<file path="config.mk">
export PLATFORM = sky130hd
export DESIGN_NAME = sprite_anim_draw
export DESIGN_NICKNAME = d
export VERILOG_FILES = /design/src/rtl/sprite_anim_draw.sv
export SDC_FILE = /design/constraint.sdc
export NUM_CORES = 1
export LEC_CHECK = 0
export ABC_AREA = 1
export CORE_MARGIN = 2
export CORE_UTILIZATION = 30
export DETAILED_ROUTE_END_ITERATION = 10
export HOLD_SLACK_MARGIN = 0.02
export PLACE_DENSITY = 0.72
export SYNTH_ARGS = -nofsm -noshare
export SYNTH_HDL_FRONTEND = slang
export SYNTH_SLANG_ARGS = --single-unit
</file>
<file path="constraint.sdc">
create_clock -name clk -period 1.3 [get_ports clk]
set_input_delay 0.195 -clock clk [delete_from_list [all_inputs] [get_ports clk]]
set_output_delay 0.195 -clock clk [all_outputs]
set_load 0.05 [all_outputs]
</file>
<file path="src/rtl/sprite_anim_draw.sv">
`default_nettype none
// ============================================================================
// Module  : sprite_anim_draw
// Brief   : Multi-pose sprite drawer with mirroring, hit flash and key tint.
//           Define SPRITE_DEATH_BLINK_EN for the blinking death sequence.
// Revision: 1.0 - first release, replaces the fixed two-pose bird drawer
// ============================================================================
module sprite_anim_draw #(
    parameter int         OBJ_W_BITS   = 5,
    parameter int         OBJ_H_BITS   = 5,
    parameter int         NUM_FRAMES   = 4,
    parameter int         FRAME_TICKS  = 8,
    parameter int         FLASH_TICKS  = 16,
    parameter int         FLASH_PERIOD = 4,
    parameter logic [7:0] TRANSPARENT  = 8'hFF,
    parameter logic [7:0] FLASH_COLOR  = 8'hE0,
    parameter logic [7:0] KEY_COLOR    = 8'h33,
    localparam int        FRAME_BITS   = (NUM_FRAMES > 1) ? $clog2(NUM_FRAMES) : 1,
    localparam int        ADDR_BITS    = FRAME_BITS + OBJ_H_BITS + OBJ_W_BITS
) (
    input  logic                  clk,
    input  logic                  resetN,
    input  logic                  startOfFrame,
    input  logic [10:0]           offsetX,
    input  logic [10:0]           offsetY,
    input  logic                  InsideRectangle,
    input  logic                  hit,
    input  logic                  alive,
    input  logic                  mirror,
    input  logic [7:0]            tint,
    output logic [ADDR_BITS-1:0]  rom_addr,
    input  logic [7:0]            rom_data,
    output logic                  drawingRequest,
    output logic [7:0]            RGBout,
    output logic [FRAME_BITS-1:0] frame_idx,
`ifdef SPRITE_DEATH_BLINK_EN
    output logic                  dying,
`endif
    output logic                  flashing
);

    localparam int TICK_BITS = (FRAME_TICKS > 1) ? $clog2(FRAME_TICKS) : 1;
    localparam int REM_BITS  = $clog2(FLASH_TICKS + 1);
    localparam int PH_BITS   = (FLASH_PERIOD > 1) ? $clog2(FLASH_PERIOD) : 1;

`ifdef SPRITE_DEATH_BLINK_EN
    typedef enum logic [2:0] {ST_IDLE, ST_ON, ST_OFF, ST_DYING, ST_DEAD} state_t;
`else
    typedef enum logic [1:0] {ST_IDLE, ST_ON, ST_OFF} state_t;
`endif

    state_t                r_state, w_state_nx;
    logic [REM_BITS-1:0]   r_remaining, w_rem_nx;
    logic [PH_BITS-1:0]    r_phase, w_phase_nx;
    logic [TICK_BITS-1:0]  r_anim_tick;
    logic                  r_inside_d;
    logic                  r_alive_d;
    logic                  w_period_end;
    logic                  w_last_tick;
    logic                  w_visible;
    logic [7:0]            w_colour;
    logic [OBJ_W_BITS-1:0] w_x;
    logic                  w_unused_ok;

    // W-1-x equals bitwise inversion because W is a power of two
    assign w_x         = mirror ? ~offsetX[OBJ_W_BITS-1:0] : offsetX[OBJ_W_BITS-1:0];
    assign rom_addr    = {frame_idx, offsetY[OBJ_H_BITS-1:0], w_x};
    assign w_unused_ok = &{1'b0, offsetX[10:OBJ_W_BITS], offsetY[10:OBJ_H_BITS]};

    always_ff @(posedge clk or negedge resetN) begin
        if (!resetN) begin
            r_anim_tick <= '0;
            frame_idx   <= '0;
        end else if (startOfFrame && alive) begin
            if (r_anim_tick == TICK_BITS'(FRAME_TICKS - 1)) begin
                r_anim_tick <= '0;
                if (frame_idx == FRAME_BITS'(NUM_FRAMES - 1))
                    frame_idx <= '0;
                else
                    frame_idx <= frame_idx + 1'b1;
            end else begin
                r_anim_tick <= r_anim_tick + 1'b1;
            end
        end
    end

`ifdef SPRITE_DEATH_BLINK_EN
    logic r_blink_odd, w_blink_nx;
`endif

    always_ff @(posedge clk or negedge resetN) begin
        if (!resetN) begin
            r_state     <= ST_IDLE;
            r_remaining <= '0;
            r_phase     <= '0;
`ifdef SPRITE_DEATH_BLINK_EN
            r_blink_odd <= 1'b0;
`endif
        end else begin
            r_state     <= w_state_nx;
            r_remaining <= w_rem_nx;
            r_phase     <= w_phase_nx;
`ifdef SPRITE_DEATH_BLINK_EN
            r_blink_odd <= w_blink_nx;
`endif
        end
    end

    always_comb begin
        w_state_nx   = r_state;
        w_rem_nx     = r_remaining;
        w_phase_nx   = r_phase;
        w_period_end = (r_phase == PH_BITS'(FLASH_PERIOD - 1));
        w_last_tick  = (r_remaining == REM_BITS'(1));
`ifdef SPRITE_DEATH_BLINK_EN
        w_blink_nx   = r_blink_odd;
`endif
        if (!alive) begin
`ifdef SPRITE_DEATH_BLINK_EN
            if (r_state == ST_DYING) begin
                if (startOfFrame) begin
                    w_rem_nx   = r_remaining - 1'b1;
                    w_phase_nx = w_period_end ? '0 : r_phase + 1'b1;
                    if (w_period_end)
                        w_blink_nx = ~r_blink_odd;
                    if (w_last_tick)
                        w_state_nx = ST_DEAD;
                end
            end else if (r_state != ST_DEAD) begin
                // r_alive_d high means alive has just fallen
                w_state_nx = r_alive_d ? ST_DYING : ST_IDLE;
                w_rem_nx   = REM_BITS'(FLASH_TICKS);
                w_phase_nx = '0;
                w_blink_nx = 1'b0;
            end
`else
            w_state_nx = ST_IDLE;
`endif
        end else if (hit) begin
            w_state_nx = ST_ON;
            w_rem_nx   = REM_BITS'(FLASH_TICKS);
            w_phase_nx = '0;
        end else if ((r_state == ST_ON || r_state == ST_OFF) && startOfFrame) begin
            w_rem_nx   = r_remaining - 1'b1;
            w_phase_nx = w_period_end ? '0 : r_phase + 1'b1;
            if (w_last_tick)
                w_state_nx = ST_IDLE;
            else if (w_period_end)
                w_state_nx = (r_state == ST_ON) ? ST_OFF : ST_ON;
        end
`ifdef SPRITE_DEATH_BLINK_EN
        else if (r_state == ST_DYING || r_state == ST_DEAD) begin
            w_state_nx = ST_IDLE;
        end
`endif
    end

    assign flashing = (r_state == ST_ON) || (r_state == ST_OFF);
`ifdef SPRITE_DEATH_BLINK_EN
    assign dying     = (r_state == ST_DYING);
    assign w_visible = r_alive_d || ((r_state == ST_DYING) && !r_blink_odd);
`else
    assign w_visible = r_alive_d;
`endif

    always_comb begin
        w_colour = rom_data;
        if (!r_inside_d || rom_data == TRANSPARENT)
            w_colour = TRANSPARENT;
        else if (r_state == ST_ON)
            w_colour = FLASH_COLOR;
        else if (rom_data == KEY_COLOR)
            w_colour = tint;
    end

    // Pipeline: stage 1 aligns inside/alive with ROM data, stage 2 registers colour
    always_ff @(posedge clk or negedge resetN) begin
        if (!resetN) begin
            r_inside_d     <= 1'b0;
            r_alive_d      <= 1'b0;
            RGBout         <= TRANSPARENT;
            drawingRequest <= 1'b0;
        end else begin
            r_inside_d     <= InsideRectangle;
            r_alive_d      <= alive;
            RGBout         <= w_colour;
            drawingRequest <= (w_colour != TRANSPARENT) && w_visible;
        end
    end

endmodule
`default_nettype wire
</file>
Word level (Yosys, flattened, before mapping). Index checks and enable logic that the tools add are counted.

Add/subtract/negate cells: 4. Equality and inequality tests: 11. Multiplexer cells: 17. Bitwise operators: 1. Reductions and logical operators: 10.

Operators by type and width (number): $mux 8 (3); $mux 2 (10); $mux 5 (3); $eq 8x6->1 const B (1); $eq 8x8->1 const B (1); $ne 8x8->1 const B (1); $eq 2x2->1 const B (3); $reduce_and 2->1 (3); $eq 5x1->1 const B (1); $not 5->5 (1); $sub 5x1->5 const B (1); $add 2x1->2 const B (2); $ne 4x2->1 const B (1); $add 3x1->3 const B (1); $eq 3x3->1 const B (1); $logic_and 1x1->1 (3); $mux 3 (1); $ne 3x2->1 const B (1); $eq 2x1->1 const B (1); $logic_or 1x1->1 (2); $reduce_bool 2->1 (1); $logic_not 1->1 (1).

Register bits after elaboration: 25. Input port bits: 45. Output and inout bits: 24. Word-level logic and storage cells: 52.

Longest topological paths before layout.
Word-level depth: 7. Mapped depth: 10. Mapped depth without buffers: 10.

Worst setup path before layout. OpenSTA, ideal clock, no wires.

Path kind: reg-to-reg. Start: register r_state[0]. End: register r_remaining[3]. Setup time: 0.119 ns. Arrival: 1.677 ns. Data required time: 1.181 ns. Slack: -0.495 ns. Cell stages (with the launch flop): 9. Buffers on the path: 0. Clock period less this slack: 1.795 ns. Cell sequence: dfrtp_1 > ha_1 > inv_1 > nand2_1 > a21oi_4 > inv_1 > nor2_1 > xnor2_1 > nor2_1.

Cells in the longest elaborated chain, start to end: 5. Elaborated cells on any way between the ends: 6. Classes of those cells: eq/ne (2); reduce/logical (4).

Ends and longest elaborated chain: start: declaration (line 52) `state_t r_state, w_state_nx;`; start signal: assignment (line 100) `r_state <= w_state_nx;`; $eq 2x1->1 / $eq 2x2->1 (equally long branches); $logic_or 1x1->1 *; net flashing (line 39) `output logic flashing`; $logic_and 1x1->1 * (line 143) `end else if ((r_state == ST_ON || r_state == ST_OFF) && startOfFrame) begin`; $reduce_bool 2->1 (no source line) *; $reduce_and 2->1 (no source line) *; end signal: assignment (line 101) `r_remaining <= w_rem_nx;`; end: declaration (line 53) `logic [REM_BITS-1:0] r_remaining, w_rem_nx;`.

The timed path passes the listed nets; every way through them passes the cells marked *. A chain may end at the register's enable or synchronous reset.

Worst setup path after layout.
Start: register r_state[0]. End: output flashing.

Cells in the longest elaborated chain, start to end: 2. Elaborated cells on any way between the ends: 3. Classes of those cells: eq/ne (2); reduce/logical (1).

Ends and longest elaborated chain: $eq 2x1->1 / $eq 2x2->1 (equally long branches) (line 158) `assign flashing = (r_state == ST_ON) || (r_state == ST_OFF);`; $logic_or 1x1->1 * (line 158); end: declaration (line 39).

Every way passes the cells marked *; elsewhere a longest branch is shown, timed or not.

==> results.md <==
- Status: finished with violations
- Violated checks: setup timing
- Time the worst path needs with I/O delays and setup: 1540 ps
- Initial DRC Count: 29
- Largest net degree at the start of global routing: 26
- Ys Warns: 0
- Bufs on Longest Clock Path: 2
- Post-synthesis register bit count: 25
- Routed length on met3: 252 microns
- Startpoint types: register
- Primary FF master, synth: dfrtp_1
- Synth cell types: 28
- Synthesis-to-finish area growth: 85.1%
- Fmax: 649 MHz
- Post-synthesis adder-cell area fraction: 6.19%
- Most frequent cells in the layout: 28 x buf_4, 26 x nand2_1, 21 x buf_12, 19 x clkdlybuf4s50_1, 15 x dfrtp_1
- Reg power frac: 35.7%
- Dpl hpwl: 2.63 mm
- Hold Vio Cnt, Final: 0
- Main combinational cell family by area after synthesis: simple AND/OR/NAND/NOR gates
- Die area: 5280 sq um
- Simple-gate share of the synthesized area: 24.4%
- Final worst-path cycle share: 118%
- Sinks on Clock Net: 25
- Crit path kind: reg2out
- Final setup margin: -240 ps
- Logic gate share of total power: 50.0%
- Worst Clk Skew: 7.08 ps
- Die W: 72.7 microns
- Actual slew at the worst max-slew pin: 322 ps
- DRT Pass-1 Iters: 4
- Share of cells above drive strength 1: 50.6%
- MaxCap Viol Count: 0
- Grt total ovfl: 0
- Reg clk slew, reported paths: 90 ps
- Xor and xnor fraction of the mapped netlist area: 4.33%
- Mux contribution to synthesized area: 0.796%
- # nets final: 288
- Post-synthesis compound-gate area fraction: 9.28%
- Endpoints failing setup: 11
- Top Metal Used: met4
- Final WL: 3.55 mm
- Pwr dens: 1210 nW/um^2
- Cell count after synthesis: 158
- I/O Buffers: 46
- Met2 Routed Length: 1.85 mm
- Worst-Skew Late Latency: 270 ps
- Post-Layout Cell Count: 287
- Final core utilization: 59.0%
- Critical Path Fanout Max: 2
- Via/cell ratio: 4.54
- HP Class: in2async
- Vias in the first global route: 1358
- WP data required: 1110 ps
- Final ANT Viol Nets: 0
- CP endpoint kind: output port
- Mapped Nets: 210
- Setup TNS: -1640 ps
- Arrival @ worst endpoint: 1350 ps
- Clock root cell: clkbuf_8
- # fillers: 377
- Sw Pwr: 1.20 mW
- Max IR drop VDD: 0.000793 V
- Int Pwr: 1.98 mW
- Vias post-DR: 1303
- Starting density of the core: 31.8%
- Antenna diodes: 0
- Setup slack, reg-to-reg: -230 ps
- CORE AREA: 4440 sq um
- Max Slew Vio Count: 0
- Mean post-synth cell area: 8.96 sq um
- Worst rel slew slack: 78.5%
- Routability congestion estimate: 0.802
- LEAKAGE: 1.26 nW
- Sw Share: 37.7%
- CTS hold repair buffers: 0
- Routed wire per std cell: 12.4 microns
- Total Routing Usage GR: 13.9%
- Post-Place Cells: 274
- Die height: 72.7 microns
- Initial antenna violation count: 0
- Post-synthesis instance area: 1420 sq um
- Post-synth ARST share: 100%
- Rows: 24
- Ports: 69
- Sequential share of the synthesized area: 44.9%
- Post-synth EDFFs: 0
- Global-route wire length before repair: 5.73 mm
- Met1 WL: 1.44 mm
- Residual DRC count: 0
- H-tree depth: 1
- Overall power: 3.18 mW
- Commonest non-fill, non-tap cell in the layout: buf_4
- RSZ-0062 raised after global routing: true
- Clock network power share: 14.2%
- TritonCTS Buffers: 3
- CTS tree: yes
- Setup WS pre-CTS: -318 ps
routing by layer:
layer | track usage [%] | vias up
met3 | 4.14 | 2
met2 | 25.4 | 44
met1 | 16.3 | 610
met4 | 1.85 | 0
li1 | - | 647
met5 | 0 | -
area by class of cell:
| type | count | area (sq um) | area share (%) |
|---|---|---|---|
| Timing Repair Buffer | 81 | 947 | 36.2 |
| Multi-Input combinational cell | 102 | 826 | 31.5 |
| Sequential cell | 25 | 638 | 24.4 |
| Inverter | 23 | 97.6 | 3.72 |
| Tap cell | 52 | 65.1 | 2.48 |
| Clock buffer | 3 | 41.3 | 1.58 |
| Clock inverter | 1 | 5.00 | 0.191 |
repair_timing:
item                                   in CTS  in global routing
endpoints found under the hold margin       0                  0
setup buffers                               7                  4
resized for setup                          32                 22
cloned                                      0                  0
pin swaps                                  13                 11
setup endpoints to repair                  18                 14
Yosys cell counts, drive strengths merged (2+ instances only):
master  count  area (sq um)
nand2      40           183
inv        23          86.3
dfrtp      17           425
nor2       15          96.3
nand3       9          45.0
dfstp       8           210
a21oi       7          46.3
buf         7          52.6
ha          7          87.6
xor2        6          52.6
o21ai       5          25.0
nand3b      2          15.0
o21a        2          15.0
o21bai      2          15.0
sequential cells by signal (all words and copies together) (netlist names):
name / count
RGBout: 8
r_remaining: 5
r_anim_tick: 3
frame_idx: 2
r_phase: 2
r_state: 2
drawingRequest: 1
r_alive_d: 1
r_inside_d: 1
critical path, stage by stage (launching register included):
cell and delay [ps]:
dfrtp_1 410, ha_4 290, clkinvlp_4 100, buf_6 130, buf_12 130
worst paths after layout:
kind / start / end / depth (start not counted)
worst max-delay path: r_state[0] / flashing / 4
worst min-delay path: resetN / r_inside_d / 2
worst max register to register: r_state[1] / r_remaining[3] / 9
worst min register to register: r_alive_d / drawingRequest / 2
max in group asynchronous: resetN / RGBout[3] / 2
min in group clk: InsideRectangle / r_inside_d / 1
power groups by stage:
stage	Clock, mW	Combinational [mW]	Sequential, mW
detailed placement	0	1.42	1.14
global placement	0	1.39	1.13
finish	0.453	1.59	1.14
CTS	0.473	1.50	1.13
global route	0.509	1.71	1.16
floorplan	0	0.666	1.24
kinds of logic after synthesis:
family / after synthesis
DFF: 25
xor gates and xnor gates: 7
buffers and inverters: 31
and+or+nand+nor: 67
muxes: 1
AOI/OAI and AO/OA: 20
adders and majority gates: 7
stage by stage:
stage / cell area (sq um) / hold WS, ps
global placement: 2340 / 391
detailed placement: 2340 / 391
floorplan: 1470 / -101
global route: 2620 / 276
CTS: 2510 / 277
finish: 2620 / 276
No activity file was read; power rests on OpenSTA's default activity.
